**config.mk**
```make
export PLATFORM = sky130hd
export DESIGN_NAME = nonoverlap_mc
export DESIGN_NICKNAME = d
export VERILOG_FILES = /design/src/rtl/nonoverlap_pkg.sv /design/src/rtl/nonoverlap_ch.sv /design/src/rtl/nonoverlap_mc.sv
export SDC_FILE = /design/constraint.sdc
export NUM_CORES = 1
export LEC_CHECK = 0
export BUFFER_PORTS_ARGS = -buffer_cell sky130_fd_sc_hd__clkbuf_2
export CAP_MARGIN = 20
export CELL_PAD_IN_SITES_DETAIL_PLACEMENT = 1
export CELL_PAD_IN_SITES_GLOBAL_PLACEMENT = 2
export CORE_MARGIN = 1
export CORE_UTILIZATION = 36
export DETAILED_ROUTE_END_ITERATION = 8
export GPL_TIMING_DRIVEN = 0
export PLACE_DENSITY_LB_ADDON = 0.08
export SLEW_MARGIN = 10
export SYNTH_ARGS = -nofsm -noshare
export SYNTH_HDL_FRONTEND = slang
export SYNTH_SLANG_ARGS = --single-unit
```
**constraint.sdc**
```tcl
create_clock -name clk -period 2.75 [get_ports clk]
set_input_delay 0.1375 -clock clk [delete_from_list [all_inputs] [get_ports clk]]
set_output_delay 0.1375 -clock clk [all_outputs]
set_load 0.05 [all_outputs]
```
**src/rtl/nonoverlap_pkg.sv**
```systemverilog
// Shared types and default sizing for the non-overlapping gate-drive block.
// The optional shoot-through fault flag is built only with NONOVERLAP_FAULT_EN.
package nonoverlap_pkg;

  localparam int NUM_CH_DEF = 3;
  localparam int DT_W_DEF   = 5;

  typedef enum logic {
    READY,
    DEAD
  } state_t;

endpackage

```
**src/rtl/nonoverlap_ch.sv**
```systemverilog
// One high/low FET channel: change detection, dead-time FSM and registered drives.
// The sticky shoot-through flag exists only when NONOVERLAP_FAULT_EN is defined.
module nonoverlap_ch
  import nonoverlap_pkg::*;
#(
  parameter int DT_W = DT_W_DEF
) (
  input  logic            clk,
  input  logic            rst,
  input  logic            en,
  input  logic [DT_W-1:0] dead_time,
  input  logic            high_in,
  input  logic            low_in,
  input  logic            fault_clr,
  output logic            high_out,
  output logic            low_out,
  output logic            fault
);

  state_t          state;
  logic [DT_W-1:0] cnt;
  logic [DT_W-1:0] dt_lat;
  logic            prev_high;
  logic            prev_low;
  logic            change;
  logic            follow_high;
  logic            follow_low;

  assign change      = (high_in != prev_high) || (low_in != prev_low);
  // A simultaneous request never reaches either FET.
  assign follow_high = high_in & ~low_in;
  assign follow_low  = low_in & ~high_in;

  always_ff @(posedge clk) begin
    if (rst) begin
      state     <= READY;
      cnt       <= '0;
      dt_lat    <= '0;
      prev_high <= 1'b0;
      prev_low  <= 1'b0;
      high_out  <= 1'b0;
      low_out   <= 1'b0;
    end else begin
      prev_high <= high_in;
      prev_low  <= low_in;
      high_out  <= 1'b0;
      low_out   <= 1'b0;
      if (!en) begin
        // Keep re-latching so the dead time after enable uses the current setting.
        state  <= DEAD;
        cnt    <= '0;
        dt_lat <= dead_time;
      end else begin
        case (state)
          READY: begin
            if (change) begin
              state  <= DEAD;
              cnt    <= '0;
              dt_lat <= dead_time;
            end else begin
              high_out <= follow_high;
              low_out  <= follow_low;
            end
          end
          DEAD: begin
            if (change) begin
              cnt    <= '0;
              dt_lat <= dead_time;
            end else if (cnt == dt_lat) begin
              state    <= READY;
              high_out <= follow_high;
              low_out  <= follow_low;
            end else begin
              cnt <= cnt + 1'b1;
            end
          end
        endcase
      end
    end
  end

`ifdef NONOVERLAP_FAULT_EN
  always_ff @(posedge clk) begin
    if (rst) begin
      fault <= 1'b0;
    end else if (high_in && low_in) begin
      fault <= 1'b1;
    end else if (fault_clr) begin
      fault <= 1'b0;
    end
  end
`else
  logic unused_fault_clr;
  assign unused_fault_clr = fault_clr;
  assign fault            = 1'b0;
`endif

endmodule

```
**src/rtl/nonoverlap_mc.sv**
```systemverilog
// Multi-channel non-overlap gate driver: one nonoverlap_ch per motor phase.
// NONOVERLAP_FAULT_EN enables the per-channel sticky shoot-through flag.
module nonoverlap_mc
  import nonoverlap_pkg::*;
#(
  parameter int NUM_CH = NUM_CH_DEF,
  parameter int DT_W   = DT_W_DEF
) (
  input  logic              clk,
  input  logic              rst,
  input  logic              en,
  input  logic [DT_W-1:0]   dead_time,
  input  logic [NUM_CH-1:0] highIn,
  input  logic [NUM_CH-1:0] lowIn,
  output logic [NUM_CH-1:0] highOut,
  output logic [NUM_CH-1:0] lowOut,
  input  logic              fault_clr,
  output logic [NUM_CH-1:0] fault
);

  for (genvar g = 0; g < NUM_CH; g++) begin : g_ch
    nonoverlap_ch #(
      .DT_W(DT_W)
    ) u_ch (
      .clk      (clk),
      .rst      (rst),
      .en       (en),
      .dead_time(dead_time),
      .high_in  (highIn[g]),
      .low_in   (lowIn[g]),
      .fault_clr(fault_clr),
      .high_out (highOut[g]),
      .low_out  (lowOut[g]),
      .fault    (fault[g])
    );
  end

endmodule
```
==> flow_summary.json, run 1 <==
{
  "dr.pass1.iters": 4,
  "startpoint_type": "flop",
  "cp_num_buf_inv": 0,
  "fmaxAchievable_mhz": 720,
  "layout.cells.non_filler": 313,
  "p_seq_share_pct": 48.2,
  "core_region_area_um2": 5570,
  "async_flop_share_pct": 0,
  "min_to": "g_ch[2].u_ch.prev_high$_SDFF_PP0_",
  "vias_per_cell": 4.85,
  "die_area_um2": 6140,
  "yosys.area.top_type_share_pct": 42.9,
  "grt_pass1_vias": 1587,
  "clockBufferDepth": 2,
  "clkTransAtPathRegs_ns": 0.09,
  "finalCritPeriodShare_pct": 50.5,
  "place_inst": 305,
  "via_count": 1517,
  "netSwitchingPower_mw": 0.337,
  "rr_worst_depth": 4,
  "critPathMaxStageDelay_ns": 0.44,
  "drc": 0,
  "fin_ws_ns": 1.36,
  "path_max_fanout": 5,
  "start_util_pct": 37.7,
  "grt_start_max_net_pins": 15,
  "dpl.hpwl_um": 3310,
  "cts_resized": 0,
  "rsz0062_at_grt": "no",
  "setup_violations": 0,
  "ff_latch_area_um2": 901,
  "routedWlPerCell_um": 13.6,
  "place_congestion": 0.741,
  "rows": 27,
  "synth_cells": 212,
  "worstPathArrival_ns": 1.58,
  "worst-setup-path-type": "flop to flop",
  "netlist_area_um2": 2100,
  "yosysWarnings": 0,
  "min_from": "highIn[2]",
  "synth.avg_cell_area_um2": 9.90,
  "antenna_left": 0,
  "num-fill-cells": 659,
  "gr-total-overflow": 0,
  "synth_top_area_cell": "dfxtp_1",
  "cap_violations": 0,
  "period_needed_ns": 1.39,
  "ys_ff_latch": 45,
  "crit_required_ns": 2.94,
  "mostFrequentLayoutCells": "45 x dfxtp_1, 30 x mux2i_1, 21 x nand2_1",
  "r2r_slack_ns": 1.36,
  "r2r_start": "g_ch[0].u_ch.cnt[0]$_SDFFE_PP0P_",
  "outcome": "completed",
  "hp-class": "input pin to flop",
  "swShare_pct": 23.4,
  "vdd_drop_max_mv": 0.218,
  "hold_viol_final": 0,
  "synth_flop_cell": "dfxtp_1",
  "root_buffer": "clkbuf_8",
  "area_growth_pct": 15.6,
  "layout.nets": 258,
  "fin_hold_ws_ns": 0.103,
  "die_h_um": 78.4,
  "combinationalPowerShare_pct": 11.0,
  "leakage_nw": 1.11,
  "insertion_delay_ns": 0.30,
  "drt-initial-drc-count": 40,
  "yosysUniqueCellTypes": 31,
  "hold_path_depth": 2,
  "power_frac_clock_pct": 40.9,
  "synth-edff-count": 0,
  "r2r-end": "g_ch[0].u_ch.low_out$_SDFF_PP0_",
  "slew_viol_final": 0,
  "routed_wl_um": 4270,
  "synth_area_leaders": "dfxtp_1 43%, mux2i_1 14%, xor2_1 7.1%",
  "io_buffers": 19,
  "htreeDepth": 2,
  "finClkSkew_ns": 0.00598,
  "synth.yosys.seq_area_share_pct": 42.9,
  "antenna_cells": 0,
  "grt_pass1_wl_um": 7420,
  "cts_made_buffers": 5,
  "grt_use_total_pct": 15.6,
  "num_io_pins": 24,
  "finalSetupTns_ns": 0,
  "antenna_found_initial": 0,
  "path_cells": "xor2_1 > nor2_1 > a21boi_2 > and4bb_2",
  "cp-end-kind": "flop",
  "cts_sinks": 45,
  "powerDensity_nw_per_um2": 595,
  "drive_gt1_share_pct": 21.2,
  "multi_input_area_um2": 1100,
  "post_cts_buffers": 0,
  "critical-path-slowest-cell": "dfxtp_1",
  "cp_top_family": "flip-flops",
  "intPower_mw": 1.11,
  "final_common_cell": "dfxtp_1",
  "die_width_um": 78.4,
  "tritoncts": "yes",
  "dp_slack_ns": 1.36,
  "holdBufCountCts": 0
}
-- layer usage --
metal	global-route usage, %	routed length [um]
met1	18.2	1940
met2	27.7	2140
met3	3.95	138
met4	5.00	51
met5	0	0
-- cell usage after synthesis (all sizes together) (4+ instances only) --
cell,instances
dfxtp,45
mux2i,30
nand2,21
nor2,18
xor2,17
buf,14
nand2b,12
a21oi,10
nand4,6
nor2b,6
and4b,4
nor3,4
xnor2,4
-- through the flow --
step                area [um^2]  utilization (%)  total power [mW]
finish                     2430             43.5              1.44
global route               2430             43.5              1.51
CTS                        2430             43.5              1.47
detailed placement         2290             41.1             0.872
global placement           2290             41.1             0.863
floorplan                  2110                -             0.825
-- how the worst max path moves through the flow --
stage	start	endpoint	depth (start not counted)
floorplan	g_ch[0].u_ch.prev_low$_SDFF_PP0_	g_ch[0].u_ch.dt_lat[0]$_SDFFE_PP0P_	5
global placement	g_ch[0].u_ch.cnt[1]$_SDFFE_PP0P_	g_ch[0].u_ch.low_out$_SDFF_PP0_	4
detailed placement	g_ch[0].u_ch.cnt[1]$_SDFFE_PP0P_	g_ch[0].u_ch.low_out$_SDFF_PP0_	4
CTS	g_ch[0].u_ch.cnt[3]$_SDFFE_PP0P_	g_ch[0].u_ch.low_out$_SDFF_PP0_	4
global route	g_ch[1].u_ch.prev_high$_SDFF_PP0_	g_ch[1].u_ch.cnt[1]$_SDFFE_PP0P_	5
finish	g_ch[0].u_ch.cnt[0]$_SDFFE_PP0P_	g_ch[0].u_ch.low_out$_SDFF_PP0_	4
-- final cells by class --
cell class,count,share of cell area [%]
multi-input cells,153,45.2
flip-flops and latches,45,37.1
plain buffers,16,4.49
repair buffers,19,3.92
well taps,72,3.71
clock buffers,5,2.84
clock inverters,3,2.68
-- kinds of logic (layout without fill, tap and decap cells) --
kind of cell	after synthesis	in the layout	synth area share, %
multiplexers	30	30	14.3
AO/OA/AOI/OAI	17	17	5.48
flip-flops	45	45	42.9
AND/OR/NAND/NOR	79	79	21.4
other	1	3	0.179
XOR/XNOR	21	21	8.76
adder cells (fa/ha/maj)	3	3	1.79
buffers and inverters	16	43	5.18
-- registers in the layout, summed over array words and instances (netlist names) --
register             flops
g_ch.u_ch.prev_high      3
g_ch.u_ch.low_out        3
g_ch.u_ch.dt_lat        15
g_ch.u_ch.state          3
g_ch.u_ch.prev_low       3
g_ch.u_ch.cnt           15
g_ch.u_ch.high_out       3
-- power groups by stage --
stage	clock, mW	combinational, mW	sequential [mW]
floorplan	0	0.120	0.705
global placement	0	0.154	0.710
detailed placement	0	0.161	0.711
CTS	0.614	0.161	0.696
global route	0.637	0.175	0.699
finish	0.590	0.158	0.695
No activity file was read; power rests on OpenSTA's default activity.
==> run 2: changes to the inputs <==
--- a/config.mk
+++ b/config.mk
@@ -10,7 +10,7 @@
 export CELL_PAD_IN_SITES_DETAIL_PLACEMENT = 1
 export CELL_PAD_IN_SITES_GLOBAL_PLACEMENT = 2
 export CORE_MARGIN = 1
-export CORE_UTILIZATION = 36
+export CORE_UTILIZATION = 33
 export DETAILED_ROUTE_END_ITERATION = 8
 export GPL_TIMING_DRIVEN = 0
 export PLACE_DENSITY_LB_ADDON = 0.08
==> constraint.sdc (replaced) <==
create_clock -name clk -period 1.12 [get_ports clk]
set_input_delay 0.056 -clock clk [delete_from_list [all_inputs] [get_ports clk]]
set_output_delay 0.056 -clock clk [all_outputs]
set_load 0.05 [all_outputs]
==> run 2 against run 1 <==
Effect of this change:
- the flow now finishes with violations (negative setup slack)
- count of clock-buffer cells in the layout rose by 2
- non-clock buffer count rose by 17
- worst hold slack got worse by 0.059 ns
- flip-flop and latch count did not move
- highest routed layer unchanged
==> flow_summary.json, run 2 (synthesis gave the netlist of run 1 again) <==
{
  "routedWlPerCell_um": 14.8,
  "grt_pass1_wl_um": 8050,
  "die_width_um": 81.8,
  "die_h_um": 81.8,
  "tritoncts": "yes",
  "cts_made_buffers": 5,
  "fin_hold_ws_ns": 0.0447,
  "period_needed_ns": 1.35,
  "grt_pass1_vias": 1706,
  "grt_use_total_pct": 16.2,
  "gr-total-overflow": 0,
  "antenna_found_initial": 0,
  "antenna_cells": 0,
  "layout.nets": 275,
  "finalCritPeriodShare_pct": 121,
  "worst-setup-path-type": "flop to flop",
  "mostFrequentLayoutCells": "29 x mux2i_1, 23 x buf_4, 23 x dfxtp_2",
  "power_frac_clock_pct": 35.0,
  "cap_violations": 0,
  "area_growth_pct": 43.1,
  "drc": 0,
  "core_region_area_um2": 6030,
  "worstPathArrival_ns": 1.52,
  "rsz0062_at_grt": "yes",
  "htreeDepth": 2,
  "crit_required_ns": 1.29,
  "cp-end-kind": "flop",
  "io_buffers": 19,
  "die_area_um2": 6690,
  "finClkSkew_ns": 0.00735,
  "dpl.hpwl_um": 3360,
  "antenna_left": 0,
  "place_congestion": 0.761,
  "clockBufferDepth": 2,
  "vias_per_cell": 4.77,
  "max_slew_margin_pct": 64.0,
  "vdd_drop_max_mv": 0.660,
  "routed_wl_um": 4910,
  "startpoint_type": "flop",
  "dr.pass1.iters": 4,
  "p_seq_share_pct": 47.8,
  "setup_violations": 36,
  "intPower_mw": 2.69,
  "drive_gt1_share_pct": 54.7,
  "worst_slew_pin_slew_ns": 0.541,
  "fmaxAchievable_mhz": 739,
  "powerDensity_nw_per_um2": 1200,
  "hold_viol_final": 0,
  "path_cells": "xor2_2 > or3b_1 > buf_6 > mux2i_1 > nor2_1",
  "place_inst": 308,
  "via_count": 1590,
  "insertion_delay_ns": 0.29,
  "hp-class": "input pin to flop",
  "outcome": "complete, but fails checks",
  "violations": "negative setup slack",
  "fin_ws_ns": -0.233,
  "path_max_fanout": 6,
  "rows": 28,
  "grt_start_max_net_pins": 14,
  "drt-initial-drc-count": 39,
  "swShare_pct": 25.5,
  "combinationalPowerShare_pct": 17.1,
  "holdBufCountCts": 0,
  "num-fill-cells": 665,
  "netSwitchingPower_mw": 0.920,
  "start_util_pct": 34.8,
  "clkTransAtPathRegs_ns": 0.08,
  "layout.cells.non_filler": 333,
  "leakage_nw": 1.27,
  "root_buffer": "clkbuf_8",
  "final_common_cell": "mux2i_1",
  "slew_viol_final": 0,
  "critPathMaxStageDelay_ns": 0.39,
  "reg_top3": "g_ch.u_ch.cnt (15), g_ch.u_ch.dt_lat (15)",
  "cts_sinks": 45,
  "critical-path-slowest-cell": "or3b_1",
  "num_io_pins": 24
}
==> run 2: cell count changes in the layout (fill, tap and decap cells not counted), moves of 4 or more <==
cell / delta
dfxtp_1: -28
dfxtp_2: +23
xor2_1: -16
xor2_2: +15
buf_4: +13
a21oi_1: -10
a21oi_2: +7
buf_6: +7
dfxtp_4: +5
xnor2_1: -4
==> run 2: power by group through the flow <==
| stage | Sequential (mW) | Combinational [mW] | Clock, mW |
|---|---|---|---|
| global placement | 1.74 | 0.385 | 0 |
| global route | 1.73 | 0.666 | 1.39 |
| detailed placement | 1.74 | 0.400 | 0 |
| floorplan | 1.73 | 0.299 | 0 |
| finish | 1.73 | 0.617 | 1.26 |
| CTS | 1.72 | 0.570 | 1.31 |
==> run 2: stage by stage <==
step / worst slack, ns / power, mW / setup TNS (ns) / area, um^2 / util [%]
after floorplan: -0.121 / 2.03 / -1.08 / 2120 / -
after global placement: -0.246 / 2.13 / -5.36 / 2310 / 38.3
after detailed placement: -0.250 / 2.14 / -6.54 / 2310 / 38.3
after CTS: -0.230 / 3.60 / -3.52 / 2870 / 47.6
after global routing: -0.302 / 3.79 / -6.15 / 3000 / 49.9
final: -0.233 / 3.61 / -3.64 / 3000 / 49.9
==> run 2: metal layers <==
layer | global-route usage (%) | vias to the layer above | wire length, um
met5 | 0 | - | 0
met4 | 4.74 | 0 | 46
met3 | 3.33 | 5 | 171
met2 | 29.3 | 24 | 2610
met1 | 19.0 | 778 | 2080
li1 | - | 783 | -
==> run 2: path summary, 6_finish.rpt <==
kind                                     startpoint                                   to  slack (ns)  cells after the start
setup / recovery  g_ch[0].u_ch.prev_high$_SDFF_PP0_  g_ch[0].u_ch.dt_lat[1]$_SDFFE_PP0P_       -0.23                      5
hold / removal                             lowIn[2]     g_ch[2].u_ch.prev_low$_SDFF_PP0_        0.04                      2
setup reg to reg  g_ch[0].u_ch.prev_high$_SDFF_PP0_  g_ch[0].u_ch.dt_lat[1]$_SDFFE_PP0P_       -0.23                      5
hold reg to reg    g_ch[0].u_ch.cnt[4]$_SDFFE_PP0P_     g_ch[0].u_ch.cnt[4]$_SDFFE_PP0P_        0.49                      2
==> run 2: worst max-delay path: cells and delay by family (launching register included) <==
kind	cells	cell delay, ns
flip-flops	1	0.34
multiplexers	1	0.15
XOR/XNOR	1	0.15
AND/OR/NAND/NOR	2	0.45
buffers and inverters	1	0.15
==> run 2: repair_timing <==
| item | in CTS | in global routing |
|---|---|---|
| resized for setup | 79 | 24 |
| cloned | 0 | 1 |
| endpoints found under the setup margin | 39 | 37 |
| pin swaps | 23 | 7 |
| buffers inserted | 15 | 3 |
==> run 2: area by class of cell <==
type,instances,area [um^2],share of cell area (%)
repair buffers,37,253,8.41
well taps,75,93.8,3.12
multi-input cells,153,1480,49.3
flip-flops and latches,45,948,31.6
clock inverters,1,30.0,1.00
plain buffers,15,113,3.75
clock buffers,7,86.3,2.87
